$ cat src/rtl/dm_copy_pkg.sv
// Shared types and constants for the data-memory copy engine.
package dm_copy_pkg;

    localparam int unsigned ADDR_W     = 32;
    localparam int unsigned DATA_W     = 32;
    localparam int unsigned CNT_W      = 16;
    localparam int unsigned WORD_BYTES = 4;

    typedef enum logic [1:0] {
        IDLE  = 2'd0,
        READ  = 2'd1,
        WRITE = 2'd2,
        DONE  = 2'd3
    } state_t;

    // One side's view of the data-memory port.
    typedef struct packed {
        logic [ADDR_W-1:0] addr;
        logic [DATA_W-1:0] wdata;
        logic              re;
        logic              we;
    } port_t;

    // Clear the byte-offset bits so every engine access is word aligned.
    function automatic logic [ADDR_W-1:0] word_align(input logic [ADDR_W-1:0] a);
        return {a[ADDR_W-1:2], 2'b00};
    endfunction

endpackage

$ cat src/rtl/dm_copy_engine_if.sv
// Control, CPU-side and data-memory-side signals of the copy engine.
interface dm_copy_engine_if;
    import dm_copy_pkg::*;

    // Copy control
    logic              start;
    logic [ADDR_W-1:0] src_addr;
    logic [ADDR_W-1:0] dst_addr;
    logic [CNT_W-1:0]  word_count;
    logic              busy;
    logic              done;

    // CPU data-memory request
    logic [ADDR_W-1:0] cpu_addr;
    logic [DATA_W-1:0] cpu_wdata;
    logic              cpu_re;
    logic              cpu_we;

    // Data-memory port
    logic [ADDR_W-1:0] dm_addr;
    logic [DATA_W-1:0] dm_wdata;
    logic              dm_re;
    logic              dm_we;
    logic [DATA_W-1:0] dm_rdata;
    logic              grant;

    // The engine owns the memory port, so it is the master side.
    modport master (
        input  start, src_addr, dst_addr, word_count,
        input  cpu_addr, cpu_wdata, cpu_re, cpu_we,
        input  dm_rdata,
        output busy, done,
        output dm_addr, dm_wdata, dm_re, dm_we, grant
    );

    // CPU datapath plus data memory, seen from the outside.
    modport slave (
        output start, src_addr, dst_addr, word_count,
        output cpu_addr, cpu_wdata, cpu_re, cpu_we,
        output dm_rdata,
        input  busy, done,
        input  dm_addr, dm_wdata, dm_re, dm_we, grant
    );

endinterface

$ cat src/rtl/dm_port_mux.sv
// Selects which side drives the data-memory port; the CPU unless the engine holds grant.
module dm_port_mux
    import dm_copy_pkg::*;
(
    input  logic  grant,
    input  port_t cpu,
    input  port_t eng,
    output port_t dm
);

    // Pure selection: an idle CPU request passes through with re/we low.
    always_comb begin
        dm = cpu;
        if (grant) begin
            dm = eng;
        end
    end

endmodule

$ cat src/rtl/dm_copy_engine.sv
// Word-copy engine that steals free data-memory cycles from the CPU.
module dm_copy_engine
    import dm_copy_pkg::*;
(
    input  logic              clk,
    input  logic              reset,
    dm_copy_engine_if.master  bus
);

    state_t            state;
    state_t            next_state;
    logic [ADDR_W-1:0] src;
    logic [ADDR_W-1:0] dst;
    logic [CNT_W-1:0]  cnt;
    logic [DATA_W-1:0] buffer;

    logic              cpu_access;
    logic              want;
    logic              grant;
    port_t             cpu_port;
    port_t             eng_port;
    port_t             dm_port;

    assign cpu_access = bus.cpu_re | bus.cpu_we;

    assign cpu_port = '{
        addr:  bus.cpu_addr,
        wdata: bus.cpu_wdata,
        re:    bus.cpu_re,
        we:    bus.cpu_we
    };

    // State register; reset aborts any copy in flight.
    always_ff @(posedge clk or posedge reset) begin
        if (reset) begin
            state <= IDLE;
        end else begin
            state <= next_state;
        end
    end

    // Next state; a CPU access freezes READ/WRITE for that cycle.
    always_comb begin
        next_state = state;
        case (state)
            IDLE: begin
                if (bus.start) begin
                    next_state = (bus.word_count == CNT_W'(0)) ? DONE : READ;
                end
            end
            READ: begin
                if (!cpu_access) begin
                    next_state = WRITE;
                end
            end
            WRITE: begin
                if (!cpu_access) begin
                    next_state = (cnt == CNT_W'(1)) ? DONE : READ;
                end
            end
            DONE: begin
                next_state = IDLE;
            end
            default: begin
                next_state = IDLE;
            end
        endcase
    end

    // Engine port request, grant and status, all decoded from state and CPU activity.
    always_comb begin
        eng_port.addr  = src;
        eng_port.wdata = buffer;
        eng_port.re    = 1'b0;
        eng_port.we    = 1'b0;
        want           = 1'b0;
        case (state)
            READ: begin
                want        = 1'b1;
                eng_port.re = 1'b1;
            end
            WRITE: begin
                want          = 1'b1;
                eng_port.addr = dst;
                eng_port.we   = 1'b1;
            end
            default: begin
                want = 1'b0;
            end
        endcase
        grant    = want & ~cpu_access;
        bus.busy = (state != IDLE);
        bus.done = (state == DONE);
    end

    // Copy parameters, counters and the word buffer.
    always_ff @(posedge clk or posedge reset) begin
        if (reset) begin
            src    <= '0;
            dst    <= '0;
            cnt    <= '0;
            buffer <= '0;
        end else begin
            case (state)
                IDLE: begin
                    if (bus.start) begin
                        src <= word_align(bus.src_addr);
                        dst <= word_align(bus.dst_addr);
                        cnt <= bus.word_count;
                    end
                end
                READ: begin
                    if (grant) begin
                        buffer <= bus.dm_rdata;
                    end
                end
                WRITE: begin
                    if (grant) begin
                        src <= src + ADDR_W'(WORD_BYTES);
                        dst <= dst + ADDR_W'(WORD_BYTES);
                        cnt <= cnt - CNT_W'(1);
                    end
                end
                default: begin
                    cnt <= cnt;
                end
            endcase
        end
    end

    dm_port_mux u_port_mux (
        .grant (grant),
        .cpu   (cpu_port),
        .eng   (eng_port),
        .dm    (dm_port)
    );

    assign bus.dm_addr  = dm_port.addr;
    assign bus.dm_wdata = dm_port.wdata;
    assign bus.dm_re    = dm_port.re;
    assign bus.dm_we    = dm_port.we;
    assign bus.grant    = grant;

endmodule

$ cat src/flat_wrapper.sv
// flat-port wrapper written by rule: the top's interface ports become plain ports
module dm_copy_engine_flat import dm_copy_pkg::*;
  (clk, reset, bus_start, bus_src_addr, bus_dst_addr, bus_word_count, bus_cpu_addr, bus_cpu_wdata, bus_cpu_re, bus_cpu_we, bus_dm_rdata, bus_busy, bus_done, bus_dm_addr, bus_dm_wdata, bus_dm_re, bus_dm_we, bus_grant);
  dm_copy_engine_if bus_i ();
  input  logic clk;
  input  logic reset;
  input wire logic [$bits(bus_i.start)-1:0] bus_start;
  input wire logic [$bits(bus_i.src_addr)-1:0] bus_src_addr;
  input wire logic [$bits(bus_i.dst_addr)-1:0] bus_dst_addr;
  input wire logic [$bits(bus_i.word_count)-1:0] bus_word_count;
  input wire logic [$bits(bus_i.cpu_addr)-1:0] bus_cpu_addr;
  input wire logic [$bits(bus_i.cpu_wdata)-1:0] bus_cpu_wdata;
  input wire logic [$bits(bus_i.cpu_re)-1:0] bus_cpu_re;
  input wire logic [$bits(bus_i.cpu_we)-1:0] bus_cpu_we;
  input wire logic [$bits(bus_i.dm_rdata)-1:0] bus_dm_rdata;
  output wire logic [$bits(bus_i.busy)-1:0] bus_busy;
  output wire logic [$bits(bus_i.done)-1:0] bus_done;
  output wire logic [$bits(bus_i.dm_addr)-1:0] bus_dm_addr;
  output wire logic [$bits(bus_i.dm_wdata)-1:0] bus_dm_wdata;
  output wire logic [$bits(bus_i.dm_re)-1:0] bus_dm_re;
  output wire logic [$bits(bus_i.dm_we)-1:0] bus_dm_we;
  output wire logic [$bits(bus_i.grant)-1:0] bus_grant;
  assign bus_i.start = bus_start;
  assign bus_i.src_addr = bus_src_addr;
  assign bus_i.dst_addr = bus_dst_addr;
  assign bus_i.word_count = bus_word_count;
  assign bus_i.cpu_addr = bus_cpu_addr;
  assign bus_i.cpu_wdata = bus_cpu_wdata;
  assign bus_i.cpu_re = bus_cpu_re;
  assign bus_i.cpu_we = bus_cpu_we;
  assign bus_i.dm_rdata = bus_dm_rdata;
  assign bus_busy = bus_i.busy;
  assign bus_done = bus_i.done;
  assign bus_dm_addr = bus_i.dm_addr;
  assign bus_dm_wdata = bus_i.dm_wdata;
  assign bus_dm_re = bus_i.dm_re;
  assign bus_dm_we = bus_i.dm_we;
  assign bus_grant = bus_i.grant;
  dm_copy_engine u_core (.clk(clk), .reset(reset), .bus(bus_i));
endmodule
$ cat config.mk
export PLATFORM = sky130hd
export DESIGN_NAME = dm_copy_engine_flat
export DESIGN_NICKNAME = d
export VERILOG_FILES = /design/src/rtl/dm_copy_pkg.sv /design/src/rtl/dm_copy_engine_if.sv /design/src/rtl/dm_port_mux.sv /design/src/rtl/dm_copy_engine.sv /design/src/flat_wrapper.sv
export SDC_FILE = /design/constraint.sdc
export NUM_CORES = 1
export LEC_CHECK = 0
export CAP_MARGIN = 20
export CORE_MARGIN = 2
export CORE_UTILIZATION = 50
export DETAILED_ROUTE_END_ITERATION = 12
export GPL_ROUTABILITY_DRIVEN = 0
export PLACE_DENSITY_LB_ADDON = 0.08
export SLEW_MARGIN = 5
export SYNTH_ARGS = -nofsm -noshare
export SYNTH_HDL_FRONTEND = slang
export SYNTH_SLANG_ARGS = --single-unit
$ cat constraint.sdc
create_clock -name clk -period 9.75 [get_ports clk]
set_clock_uncertainty 0.05 [all_clocks]
set_input_delay 0.975 -clock clk [delete_from_list [all_inputs] [get_ports clk]]
set_output_delay 0.975 -clock clk [all_outputs]
set_load 0.02 [all_outputs]
# Word-level counts from Yosys, hierarchy flattened

Cells that the tools add are included.

Add/subtract/negate cells: 3
Equal/unequal tests: 8
Muxes and demuxes: 20
Bitwise gates (word level): 3
Reduce and logical (&&, ||, !) cells: 8

Operator list:

| cell                                                                   | count |
|---|---|
| 32-bit two-way mux                                                     | 5 |
| 32-bit case mux with 2 select lines                                    | 2 |
| 66-bit two-way mux                                                     | 1 |
| 32-bit by 3-bit adder with 32-bit output, second input constant        | 2 |
| 16-bit two-way mux                                                     | 2 |
| 16-bit case mux with 2 select lines                                    | 1 |
| 16-bit by 1-bit equality test with 1-bit output, second input constant | 1 |
| 16-bit zero test                                                       | 1 |
| 16-bit by 1-bit subtractor with 16-bit output, second input constant   | 1 |
| 2-bit two-way mux                                                      | 5 |
| 2-bit != test, second input constant                                   | 4 |
| 2-bit case mux with 4 select lines                                     | 1 |
| 3-bit AND reduction                                                    | 2 |
| 2-bit equality test, second input constant                             | 2 |
| 2-bit nonzero test                                                     | 2 |
| 1-bit two-way mux                                                      | 3 |
| 2-bit by 1-bit equality test with 1-bit output, second input constant  | 1 |
| 2-bit zero test                                                        | 1 |
| 2-bit AND reduction                                                    | 1 |
| 2-bit OR reduction                                                     | 1 |
| 1-bit bitwise AND                                                      | 1 |
| 1-bit NOT                                                              | 1 |
| 1-bit bitwise OR                                                       | 1 |

Register bits after elaboration: 114
Input bits: 181
Output and inout bits: 69
Logic and storage cells: 47

# Longest topological paths before layout

Depth in word-level cells: 6
Mapped depth: 10
Gate-level depth less buffers: 8

# Modules after synthesis

Synthesis repeated with hierarchy kept, for this count alone.

Cells, all modules: 790
Area, all modules: 7,517.2 µm²

By module, submodules not included:

| module         | times used | cells an instance | area each (µm²) | sequential area each (µm²) |
|---|---|---|---|---|
| dm_copy_engine | 1          | 717               | 6,557.5         | 2,752.6 |
| dm_port_mux    | 1          | 73                | 959.7           | 0.0 |

# Worst setup path before layout

OpenSTA, ideal clock, no wires.

Path type: input-to-output
Start: input port bus_cpu_we
End: output port bus_dm_addr[13]
Data arrival time: 2.386 ns
Data required time: 8.725 ns
Slack: 6.339 ns
Cell stages on the path: 7
Buffers on the path: 3
Cells stage by stage: or3b_1 buf_2 inv_2 buf_6 clkbuf_1 nor2_1 a31oi_1

Word-level cells in the longest chain between the ends: 4

Ends and longest elaborated chain:

| item               | line                 | text |
|---|---|---|
| start, declared    | flat_wrapper.sv:14   | `input wire logic [$bits(bus_i.cpu_we)-1:0] bus_cpu_we;` |
| 1-bit bitwise OR   | dm_copy_engine.sv:24 | `assign cpu_access = bus.cpu_re \| bus.cpu_we;` |
| 1-bit NOT          | dm_copy_engine.sv:91 | `grant = want & ~cpu_access;` |
| 1-bit bitwise AND  | dm_copy_engine.sv:91 |  |
| 66-bit two-way mux | dm_port_mux.sv:14    | `if (grant) begin` |
| end, declared      | flat_wrapper.sv:18   | `output wire logic [$bits(bus_i.dm_addr)-1:0] bus_dm_addr;` |

Every way passes these cells.

# Worst setup path in the final report

Start: input port bus_cpu_we
End: output port bus_dm_re

Word-level cells in the longest chain between the ends: 4

Ends and longest elaborated chain:

| item               | line                 | text |
|---|---|---|
| 1-bit bitwise OR   | dm_copy_engine.sv:24 |  |
| 1-bit NOT          | dm_copy_engine.sv:91 |  |
| 1-bit bitwise AND  | dm_copy_engine.sv:91 |  |
| 66-bit two-way mux | dm_port_mux.sv:14    |  |
| end, declared      | flat_wrapper.sv:20   | `output wire logic [$bits(bus_i.dm_re)-1:0] bus_dm_re;` |

Every way passes these cells.

==> out/metrics.yaml <==
outcome:
  status: "finished clean"
route:
  routed_via_density: 5.91
  finalWirelength_mm: 22.9
  drt-pass1-iter-count: 5
  ant_nets: 0
  wire_per_inst_um: 17.6
  drt_iter0_markers: 595
  drc: 0
  vias: 7673
timing:
  fin_setup_tns_ps: 0
  fin_crit_ps: 5550
  post-route-period-util_pct: 56.9
  slew_viol_final: 0
  rsz0062_at_grt: "no"
  setup_viol: 0
  worstMarginPinSlew_ps: 1040
  finalHoldViolCount: 0
  clock.fmax_mhz: 180
  max_slew_margin_pct: 30.9
worst_setup_path:
  cp.arrival_ps: 4520
  crit_path_start_kind: "input pin"
  worstSetupStartpoint: "bus_cpu_we"
  setup.worst_path.end: "bus_dm_re"
  reg2reg_to: "u_core.src[29]"
  worstRegToRegCells: 10
  max_stage_delay_ps: 860
  crit_fanout: 80
  worst_path_max_delay_cell: "inv_2"
  crit_chain: "clkdlybuf4s50_1 > or3b_2 > buf_4 > inv_2 > and2_1 > buf_4 > or2_2 > clkdlybuf4s50_1"
  required_ps: 8730
  cp-end-kind: "primary output"
  r2r_setup_slack_ps: 5960
  worstSetupPathType: "in -> out"
  reg2reg_from: "u_core.state[0]"
pwr:
  switching_share_pct: 45.2
  power_w: 0.00288
  p_comb_share_pct: 53.6
  pwr-share-seq_pct: 33.0
  p_leak_nw: 3.98
  vdd_drop_max_mv: 0.200
  p_int_w: 0.00158
  power_density_mw_per_mm2: 285
  p_sw_w: 0.00130
  clockPowerShare_pct: 13.4
yosys:
  synth_top_area_share_pct: 37.4
  synth-seq-cells: 110
  ys.flop_type: "dfrtp_1"
  yosys_warnings: 0
  seq_area_frac_synth_pct: 37.4
  synth_nets: 1104
  syn_area_mm2: 0.00735
  synth_edf_count: 0
  async_flop_share_pct: 100
  ys_types: 57
  netlist_instances: 914
  syn_avg_cell_area_um2: 8.04
  yosysTopAreaCell: "dfrtp_1"
  synth_area_leaders: "dfrtp_1 (37%), nand2_1 (9.7%), a21oi_1 (5.2%)"
global_routing:
  grt_pass1_vias: 7312
  grt_max_degree: 81
  grt_overflow_total: 0
  antenna_found_initial: 0
  grt_use_total_pct: 29.2
  grt_pass1_wl_mm: 37.5
finish:
  drive_gt1_share_pct: 6.19
  final_nets: 1300
  antennaDiodeCount: 0
  areaGrowthSynthToFinish_pct: 37.6
  fin_cells: 1299
min_path:
  hold_path.class: "reg -> reg"
clock_tree:
  cts_max_path_buffers: 2
  cts_tree: "done"
  ctsResizeCount: 0
  cts_buffers: 9
  htree_levels: 3
  cts_root_buf: "clkbuf_16"
  cts.sinks: 110
  clkTransAtPathRegs_ps: 80
  hold_buffers: 0
  cts_setup_buffers: 0
  worst_skew_pair.late_latency_ps: 360
floorplan:
  die_w_um: 125
  core_area_mm2: 0.0144
  fp-row-count: 44
  initial_core_util_pct: 51.0
  fp.dieArea_mm2: 0.0157
  chipHeight_um: 125
  io_pins: 250
place:
  dpl.cell_count: 1283
  io_buffers: 245
  dp_hpwl_mm: 16.1
flow_run:
  cap_violations: 0
through the flow:
step | util, % | instance area [µm²] | hold WS [ps] | setup WS [ps]
global placement | 68.0 | 9810 | 439 | 4200
CTS | 70.2 | 10100 | 463 | 4170
finish | 70.2 | 10100 | 458 | 4200
detailed placement | 68.0 | 9810 | 445 | 4180
floorplan | - | 7350 | 430 | 5820
global route | 70.2 | 10100 | 477 | 3970
cells in the final DEF (no fill, tap or decap), types with 6 or more instances in the layout:
| cell | count |
|---|---|
| nor4_1 | 11 |
| inv_1 | 12 |
| nand2_1 | 190 |
| nor2_1 | 50 |
| dfrtp_1 | 110 |
| ha_1 | 8 |
| nand4_1 | 18 |
| mux2_2 | 32 |
| nand2b_1 | 22 |
| o21ai_0 | 54 |
| nand3_1 | 32 |
| o22ai_1 | 33 |
| and2_1 | 10 |
| or3_1 | 11 |
| o22a_1 | 11 |
| and3_1 | 10 |
| a211oi_1 | 6 |
| clkbuf_16 | 9 |
| buf_4 | 8 |
| nor3_1 | 21 |
| a21oi_1 | 77 |
| mux2i_1 | 30 |
| and4_1 | 8 |
| a2bb2oi_1 | 17 |
| clkdlybuf4s50_1 | 245 |
| a31oi_1 | 15 |
synthesized netlist by cell type, types with 2 or more instances:
| cell type | number |
|---|---|
| nand3_1 | 32 |
| nor3b_1 | 5 |
| nor4_1 | 11 |
| nand3b_1 | 5 |
| nand4_1 | 18 |
| and2_1 | 10 |
| a2bb2oi_1 | 17 |
| a21oi_1 | 77 |
| or4_1 | 2 |
| o21ai_0 | 54 |
| o22a_1 | 11 |
| nor3_1 | 21 |
| o31ai_1 | 2 |
| a31oi_1 | 15 |
| nand4b_1 | 2 |
| o32ai_1 | 4 |
| a211oi_1 | 6 |
| and4_1 | 8 |
| buf_2 | 23 |
| nor2_1 | 50 |
| ha_1 | 9 |
| or3_1 | 11 |
| nor4b_1 | 2 |
| inv_1 | 13 |
| mux2_2 | 32 |
| buf_1 | 5 |
| a311oi_1 | 5 |
| and3_1 | 10 |
| mux2i_1 | 30 |
| or2_2 | 3 |
| nor2b_1 | 4 |
| dfrtp_1 | 110 |
| nand2b_1 | 22 |
| o211ai_1 | 3 |
| nand2_1 | 190 |
| o22ai_1 | 33 |
| clkbuf_1 | 38 |
| a21o_1 | 2 |
state kept, by name (all words and copies together) (netlist names):
| name | cells |
|---|---|
| u_core.cnt | 16 |
| u_core.dst | 30 |
| u_core.src | 30 |
| u_core.state | 2 |
| u_core.buffer | 32 |
layer usage:
metal,part of all wire [%],GRT usage (%)
met5,0,0
met4,2.6,10.2
met3,6.4,4.41
met2,47,46.9
met1,44,40.5
power by group through the flow:
stage / clock [W] / sequential (W) / combinational [W]
after floorplan: 0 / 0.000859 / 0.00113
after global placement: 0 / 0.000935 / 0.00151
after detailed placement: 0 / 0.000949 / 0.00154
after CTS: 0.000391 / 0.000941 / 0.00154
after global routing: 0.000412 / 0.000987 / 0.00171
final: 0.000386 / 0.000951 / 0.00155
critical path: cells and delay by family:
family | cells | cell delay (ps)
buf+inv | 5 | 2640
simple gates | 3 | 880
cells by family after synthesis:
logic type      after synthesis  share of synthesized area [%]
fa+ha+maj                     9                           1.53
buf+inv                      82                           4.73
compound gates              238                           20.0
simple gates                413                           27.3
flops                       110                           37.4
mux                          62                           8.99
worst min path at each step:
| stage | startpoint | endpoint | slack [ps] | cells past startpoint |
|---|---|---|---|---|
| 4_1_cts | u_core.buffer[31] | u_core.buffer[31] | 460 | 1 |
| 3_3_place_gp | u_core.buffer[13] | u_core.buffer[13] | 440 | 1 |
| 2_1_floorplan | u_core.buffer[28] | u_core.buffer[28] | 430 | 1 |
| 5_1_grt | u_core.buffer[27] | u_core.buffer[27] | 480 | 1 |
| 6_report | u_core.buffer[22] | u_core.buffer[22] | 460 | 1 |
| 3_5_place_dp | u_core.buffer[4] | u_core.buffer[4] | 450 | 1 |
cell type report:
cell class	count	area [µm²]
fill	1231	4300
sequential	110	2750
clock buffer	9	225
tap	184	230
timing repair buffer	253	2510
multi-input combinational	722	4260
inverter	14	55.1
clock inverter	7	80.1
Note: power is estimated with default switching activity, not from simulation.
